[config.mk]
export PLATFORM = sky130hd
export DESIGN_NAME = dvi_tmds_encoder
export DESIGN_NICKNAME = d
export VERILOG_FILES = /design/src/rtl/dvi_tmds_encoder.sv
export SDC_FILE = /design/constraint.sdc
export NUM_CORES = 1
export LEC_CHECK = 0
export BUFFER_PORTS_ARGS = -buffer_cell sky130_fd_sc_hd__clkbuf_2
export CORE_AREA = 5 5 102 104
export DETAILED_ROUTE_END_ITERATION = 7
export DIE_AREA = 0 0 107 109
export GPL_TIMING_DRIVEN = 1
export PLACE_DENSITY = 0.8
export SLEW_MARGIN = 20
export SYNTH_ARGS = -nofsm -noshare
export SYNTH_HDL_FRONTEND = slang
export SYNTH_SLANG_ARGS = --single-unit
[constraint.sdc]
create_clock -name clk_in -period 4.8 [get_ports clk_in]
set_input_delay 0.72 -clock clk_in [delete_from_list [all_inputs] [get_ports clk_in]]
set_output_delay 0.72 -clock clk_in [all_outputs]
set_load 0.05 [all_outputs]
[src/rtl/dvi_tmds_encoder.sv]
// dvi_tmds_encoder
//   DVI 1.0 TMDS 8b/10b encoder for three colour channels (B, G, R).
//   Two register stages per channel:
//     stage 1: transition-minimising q_m word plus de / control bits
//     stage 2: DC-balancing against a running disparity, or a control token
//   Optional frame monitor compiled in with `define DVI_TIMING_MON_EN.
// Parameters:
//   HSYNC_INV / VSYNC_INV : 1 inverts the corresponding sync before use
// Ports:
//   clk_in, rst_in        : pixel clock, synchronous active-high reset
//   vsync_in, hsync_in    : syncs from the timing generator
//   de_in                 : data enable (active pixels)
//   red_in/green_in/blue_in : 8-bit pixel data
//   tmds_r/g/b_out        : 10-bit TMDS symbols, bit 0 first on the wire
//   active_width_out      : de-high cycles of last line of previous frame
//   active_lines_out      : active lines in previous frame
module dvi_tmds_encoder #(
    parameter bit HSYNC_INV = 1'b0,
    parameter bit VSYNC_INV = 1'b0
) (
    input  logic        clk_in,
    input  logic        rst_in,
    input  logic        vsync_in,
    input  logic        hsync_in,
    input  logic        de_in,
    input  logic [7:0]  red_in,
    input  logic [7:0]  green_in,
    input  logic [7:0]  blue_in,
    output logic [9:0]  tmds_r_out,
    output logic [9:0]  tmds_g_out,
    output logic [9:0]  tmds_b_out,
    output logic [11:0] active_width_out,
    output logic [11:0] active_lines_out
);
    localparam int unsigned DW = 8;
    localparam int unsigned QW = 9;
    localparam int unsigned SW = 10;
    localparam int unsigned CW = 5;
    localparam int unsigned MW = 12;

    localparam logic [SW-1:0]        TOKEN_00 = 10'b1101010100;
    localparam logic signed [CW-1:0] TWO      = 5'sd2;
    localparam logic signed [CW-1:0] ZERO     = 5'sd0;

    // Stage 1: transition-minimised word
    function automatic logic [QW-1:0] minimise_transitions(input logic [DW-1:0] d);
        logic [3:0]    n1d;
        logic          use_xnor;
        logic [QW-1:0] qm;
        n1d      = 4'($countones(d));
        use_xnor = (n1d > 4'd4) || ((n1d == 4'd4) && !d[0]);
        qm       = '0;
        qm[0]    = d[0];
        for (int i = 1; i < int'(DW); i++)
            qm[i] = use_xnor ? ~(qm[i-1] ^ d[i]) : (qm[i-1] ^ d[i]);
        qm[DW]   = ~use_xnor;
        return qm;
    endfunction

    // Control token for c1c0
    function automatic logic [SW-1:0] control_token(input logic [1:0] c);
        logic [SW-1:0] t;
        case (c)
            2'b00:   t = 10'b1101010100;
            2'b01:   t = 10'b0010101011;
            2'b10:   t = 10'b0101010100;
            default: t = 10'b1010101011;
        endcase
        return t;
    endfunction

    logic          vsync_pol, hsync_pol;
    logic          de_s1, vsync_s1, hsync_s1;
    logic [DW-1:0] pix [3];

    assign vsync_pol = vsync_in ^ VSYNC_INV;
    assign hsync_pol = hsync_in ^ HSYNC_INV;
    assign pix[0]    = blue_in;
    assign pix[1]    = green_in;
    assign pix[2]    = red_in;

    // Stage-1 de and sync registers shared by all channels
    always_ff @(posedge clk_in) begin
        if (rst_in) begin
            de_s1    <= 1'b0;
            vsync_s1 <= 1'b0;
            hsync_s1 <= 1'b0;
        end else begin
            de_s1    <= de_in;
            vsync_s1 <= vsync_pol;
            hsync_s1 <= hsync_pol;
        end
    end

    for (genvar ch = 0; ch < 3; ch++) begin : g_ch
        logic [QW-1:0]        qm_s1;
        logic [1:0]           ctl_s1;
        logic [3:0]           n1q;
        logic                 q8, cnt_pos, cnt_neg, bal_pos, bal_neg;
        logic signed [CW-1:0] bal, cnt_q, cnt_d;
        logic [SW-1:0]        sym_q, sym_d;

        // Only the blue channel carries hsync/vsync
        assign ctl_s1 = (ch == 0) ? {vsync_s1, hsync_s1} : 2'b00;

        always_ff @(posedge clk_in) begin
            if (rst_in) qm_s1 <= '0;
            else        qm_s1 <= minimise_transitions(pix[ch]);
        end

        // Stage 2: pick inversion that pulls running disparity toward zero
        always_comb begin
            q8      = qm_s1[DW];
            n1q     = 4'($countones(qm_s1[DW-1:0]));
            bal     = $signed({n1q, 1'b0} - 5'd8);   // ones minus zeros
            cnt_neg = cnt_q[CW-1];
            cnt_pos = !cnt_q[CW-1] && (cnt_q != ZERO);
            bal_neg = bal[CW-1];
            bal_pos = !bal[CW-1] && (bal != ZERO);
            sym_d   = control_token(ctl_s1);
            cnt_d   = ZERO;
            if (de_s1) begin
                if ((cnt_q == ZERO) || (bal == ZERO)) begin
                    sym_d = {~q8, q8, q8 ? qm_s1[DW-1:0] : ~qm_s1[DW-1:0]};
                    cnt_d = q8 ? (cnt_q + bal) : (cnt_q - bal);
                end else if ((cnt_pos && bal_pos) || (cnt_neg && bal_neg)) begin
                    sym_d = {1'b1, q8, ~qm_s1[DW-1:0]};
                    cnt_d = cnt_q - bal + (q8 ? TWO : ZERO);
                end else begin
                    sym_d = {1'b0, q8, qm_s1[DW-1:0]};
                    cnt_d = cnt_q + bal - (q8 ? ZERO : TWO);
                end
            end
        end

        always_ff @(posedge clk_in) begin
            if (rst_in) begin
                sym_q <= TOKEN_00;
                cnt_q <= ZERO;
            end else begin
                sym_q <= sym_d;
                cnt_q <= cnt_d;
            end
        end
    end

    assign tmds_b_out = g_ch[0].sym_q;
    assign tmds_g_out = g_ch[1].sym_q;
    assign tmds_r_out = g_ch[2].sym_q;

`ifdef DVI_TIMING_MON_EN
    logic          de_d, vsync_d, de_rise, de_fall, vsync_rise;
    logic [MW-1:0] x_cnt, y_cnt, width_q, width_o, lines_o;

    assign de_rise    = de_s1 & ~de_d;
    assign de_fall    = ~de_s1 & de_d;
    assign vsync_rise = vsync_s1 & ~vsync_d;

    // Frame monitor; a line ending on the vsync edge is counted before latching
    always_ff @(posedge clk_in) begin
        if (rst_in) begin
            de_d    <= 1'b0;
            vsync_d <= 1'b0;
            x_cnt   <= '0;
            y_cnt   <= '0;
            width_q <= '0;
            width_o <= '0;
            lines_o <= '0;
        end else begin
            de_d    <= de_s1;
            vsync_d <= vsync_s1;
            if (de_rise)    x_cnt <= MW'(1);
            else if (de_s1) x_cnt <= x_cnt + MW'(1);
            if (de_fall)    width_q <= x_cnt;
            if (vsync_rise) begin
                width_o <= de_fall ? x_cnt : width_q;
                lines_o <= de_fall ? (y_cnt + MW'(1)) : y_cnt;
                y_cnt   <= '0;
            end else if (de_fall) begin
                y_cnt   <= y_cnt + MW'(1);
            end
        end
    end

    assign active_width_out = width_o;
    assign active_lines_out = lines_o;
`else
    assign active_width_out = MW'(0);
    assign active_lines_out = MW'(0);
`endif

endmodule

Yosys cells after proc, flatten, opt, wreduce, memory -nomap -nowiden. Cells that the tools add are included.

Bits in registers: 75.

Add/subtract/negate cells: 57. Order comparisons: 3. Bitwise operators: 52. Reductions and logical operators: 47. Multiplexer cells: 47. Equality and inequality tests: 5.

Operator list (count): $mux 10 (7); $add 1x1->2 (24); $mux 5 (9); $add 2x2->3 (12); $logic_not 5->1 (6); $pmux 10 s3 (1); $reduce_bool 5->1 (6); $not 1->1 (28); $add 3x3->4 (6); $mux 8 (3); $not 8->8 (3); $mux 1 (21); $xor 1x1->1 (21); $add 5x3->5 (3); $add 5x5->5 (3); $logic_and 1x1->1 (15); $sub 5x3->5 (3); $sub 5x4->5 const B (3); $sub 5x5->5 (3); $eq 4x3->1 const B (3); $gt 4x3->1 const B (3); $mux 2 (6); $logic_not 1->1 (9); $logic_or 1x1->1 (9); other kinds (4) (4).

Longest topological paths before layout.
Depth in word-level cells: 25. Mapped depth: 17.

Worst setup path before layout. Ideal clock, no wire load.

Path kind: register -> register. From: register g_ch[1].qm_s1[0]. To: register g_ch[1].cnt_q[4]. Arrival: 4191 ps. Required time: 4705 ps. Library setup time: 95 ps. Buffers on the path: 0. Stages on the path, launching flop included: 15. Path slack: 514 ps. Cell sequence: dfxtp_1 > fa_1 > inv_1 > fa_1 > fa_1 > inv_1 > ha_1 > fa_1 > inv_1 > fa_1 > xor2_1 > nand3_1 > or4b_1 > mux2_2 > o311ai_1.

Word-level cells in the longest chain between the ends: 10. Elaborated cells between the ends (all ways): 19. Those cells by class: 8 x add/sub; 3 x mux; 8 x reduce/logical.

RTL lines: from (decl) (line 96) `logic [QW-1:0] qm_s1;`; from (signal assigned) (line 108) `else qm_s1 <= minimise_transitions(pix[ch]);`; $add 1x1->2 * (line 114) `n1q = 4'($countones(qm_s1[DW-1:0]));`; $add 2x2->3 * (line 114); $add 3x3->4 * (line 114); $sub 5x4->5 * (line 115) `bal = $signed({n1q, 1'b0} - 5'd8);`; parallel branches: the longest is 5 deep, another holds $add 5x5->5; $mux 5 * (line 123) `if ((cnt_q == ZERO) || (bal == ZERO)) begin`; to (signal assigned) (line 142) `cnt_q <= cnt_d;`; to (decl) (line 100) `logic signed [CW-1:0] bal, cnt_q, cnt_d;`.

Mark *: on every way between the ends. A chain may end at the register's enable or synchronous reset.

Worst setup path after layout.
From: register g_ch[1].qm_s1[0]. To: register g_ch[1].sym_q[3] (netlist: tmds_g_out[3]).

Word-level cells in the longest chain between the ends: 10. Elaborated cells between the ends (all ways): 14. Those cells by class: 4 x add/sub; 2 x mux; 8 x reduce/logical.

RTL lines: $add 1x1->2 * (line 114); $add 2x2->3 * (line 114); $add 3x3->4 * (line 114); $sub 5x4->5 * (line 115); $reduce_bool 5->1 or $logic_not 1->1 (tied branches) (line 119) `bal_pos = !bal[CW-1] && (bal != ZERO);`; $logic_and 1x1->1 (line 119); $logic_and 1x1->1 (line 126) `end else if ((cnt_pos && bal_pos) || (cnt_neg && bal_neg)) begin`; $logic_or 1x1->1 (line 126); $mux 10 (line 126); $mux 10 * (line 123); to (signal assigned) (line 141) `sym_q <= sym_d;`; to (decl) (line 101) `logic [SW-1:0] sym_q, sym_d;`.

Every way passes the cells marked *; elsewhere a longest branch is shown, timed or not.

==> metrics <==
outcome completed; flop2flop setup slack 310 ps; async set or reset register ratio after synthesis 0; Critical Path Stages 14; CTS Hold Bufs 0; synth unique cells 46; CP top delay family adder cells; Hold Path Cell Cnt 2; drt pass-1 iters 4; HP Class register to register; RSZ-0062 raised after global routing no; Die Y-Extent 109 um; warnings from Yosys 0; layout cell share with drive strength beyond 1 0.136; Final setup viols 0; number of global-route vias before repair 3738; DR vias 3691; area leader, netlist dfxtp_1; synth top area cells dfxtp_1, ha_1, fa_1, xnor2_1, inv_1; top-count cell post-synth inv_1; die area 11700 sq um; hold path endpoint tmds_r_out[6]; cells on worst reg2reg path 14; clk root buf clkbuf_8; # H-tree levels 3; diodes inserted 0; Horiz. Die Dim 107 um; area of the core 9460 sq um; Clock Skew 12.1 ps; Bufs and invs on worst path 2; Post-Syn Area per Cell 9.45 sq um; wire per inst 13.4 um; Longest Clk Path Bufs 2; fin crit share 0.936; Area Growth Syn to Fin 9.38%; Hold Crit Start g_ch[2].qm_s1[6]; EDFF count, synth 0; Yosys top cell area share 0.272; Starting Density 0.560; Hold Vio Cnt, Final 0; CP endpoint kind register; worst-path fanout max 9; routed wire length 9880 um; Mapped Cells 560; clock latency on the worst-skew pair 360 ps; Slowest-stage cell, CP fa_1; worst path cell trace fa_1, inv_1, fa_1, fa_1, inv_1, ha_1, fa_1, xor2_1, ha_1, ha_1, nor2_1, mux2i_4, xnor2_1, nor2_1; most used cell along the critical path fa_1; Post-Syn Area 5290 sq um; CP startpoint kind register; reg2reg start g_ch[1].qm_s1[0]; Slew headroom 0.566; max incr delay on CP 530 ps; Detailed Route Iter0 Violations 138; IO Port Bufs 58; initial antenna violation count 0; IO Pins 83; Worst EP arrival 4740 ps; row count 36; final net count 746; number of CTS-inserted buffers 9; dpl hpwl 8110 um; flop and latch count out of synthesis 72; MaxCap Viol Count 0; Fmax achieved 0.223 GHz; drt drc 0; max-slew violation count 0; TNS Setup 0 ps; minimum clock period 4490 ps; Post-CTS Setup Inserts 0; critical path type register to register; Placer Congestion 0.863; total grt overflow 0; post-cts sizing count 0; FILL cells 798; Synth top cells by count inv_1, dfxtp_1, ha_1; CTS tree done; FF-to-FF End tmds_g_out[3]; Global Route Usage Sum 0.182; post-route ant nets 0; CP Data Required Time 5050 ps; Vias per Instance 5.00; Sink Count 72; Synth Flop Type dfxtp_1; CTS clk-pin slew, worst paths 80 ps; first-pass GRT wire length 16800 um; Worst-Margin Slew 650 ps; largest net degree at the start of global routing 37; register area share after synthesis 0.272
state kept, by name, indices dropped and copies added, names as in the netlist:
register	cells
g_ch.cnt_q	12
tmds_g_out	10
tmds_b_out	10
vsync_s1	1
g_ch.qm_s1	27
de_s1	1
hsync_s1	1
tmds_r_out	10
routing by layer:
layer  track usage  routed length (um)  vias up
met1         0.221                4300     1752
met5             0                   0        -
li1              -                   -     1836
met2         0.324                4950       90
met4        0.0630                 163        0
met3        0.0326                 470       13
worst reg2reg max path, delay by kind of cell, from the launching register on:
kind / cells / cell delay [ps]
flops: 1 / 330
fa+ha+maj: 7 / 2650
buf+inv: 2 / 90
mux: 1 / 250
simple gates: 2 / 430
xor+xnor: 2 / 650
logic make-up after synthesis:
family          count (synthesis)  share of synthesized area
compound gates                 61                     0.0773
xor+xnor                       84                      0.147
fa+ha+maj                      97                      0.272
buf+inv                       124                      0.105
flops                          72                      0.272
mux                            11                     0.0281
other cells                     1                   0.000708
simple gates                  110                     0.0976
per-stage QoR:
stage / hold slack (ps) / cell area, sq um / setup slack [ps] / utilization / cells
6_report: 506 / 5790 / 309 / 0.612 / 738
5_1_grt: 538 / 5790 / 141 / 0.612 / 738
4_1_cts: 504 / 5790 / 324 / 0.612 / 738
3_5_place_dp: 488 / 5620 / 325 / 0.594 / 723
3_3_place_gp: 489 / 5620 / 425 / 0.594 / 723
2_1_floorplan: 465 / 5380 / 514 / - / 583
layout by cell type, fill, tap and decap left out, types with 4 or more instances in the layout:
cell type	synthesis	routed
clkbuf_8	0	11
nand3_1	5	5
xor2_1	24	24
o21bai_1	8	8
nor2b_1	7	7
mux2i_1	7	7
nand2_1	21	21
clkbuf_2	0	58
conb_1	1	24
o21ai_0	4	4
dfxtp_1	72	72
nor2_1	52	52
nor3b_1	5	5
buf_4	24	4
o211ai_1	4	4
ha_1	67	67
a21oi_1	24	24
a211oi_1	6	6
xnor2_1	57	57
inv_1	86	86
fa_1	30	30
area by class of cell:
cell class,count,area (sq um),share of cell area
multi-input combinational,387,3380,0.584
inverter,88,330,0.0570
clock buffer,13,159,0.0274
tap,114,143,0.0246
timing repair buffer,62,320,0.0553
clock inverter,2,15.0,0.00259
sequential,72,1440,0.249
worst max-delay path by stage:
stage,startpoint,endpoint,slack [ps]
after floorplan,g_ch[1].qm_s1[0],g_ch[1].cnt_q[4],510
after global placement,g_ch[1].qm_s1[0],g_ch[1].cnt_q[4],420
after detailed placement,g_ch[1].qm_s1[0],g_ch[1].cnt_q[4],320
after CTS,g_ch[1].qm_s1[0],g_ch[1].cnt_q[4],320
after global routing,g_ch[0].qm_s1[0],tmds_b_out[0],140
final,g_ch[1].qm_s1[0],tmds_g_out[3],310
Power is left out: the tool's default activity adds up to more than one toggle a clock period on the data nets, which glitch-free logic cannot reach.
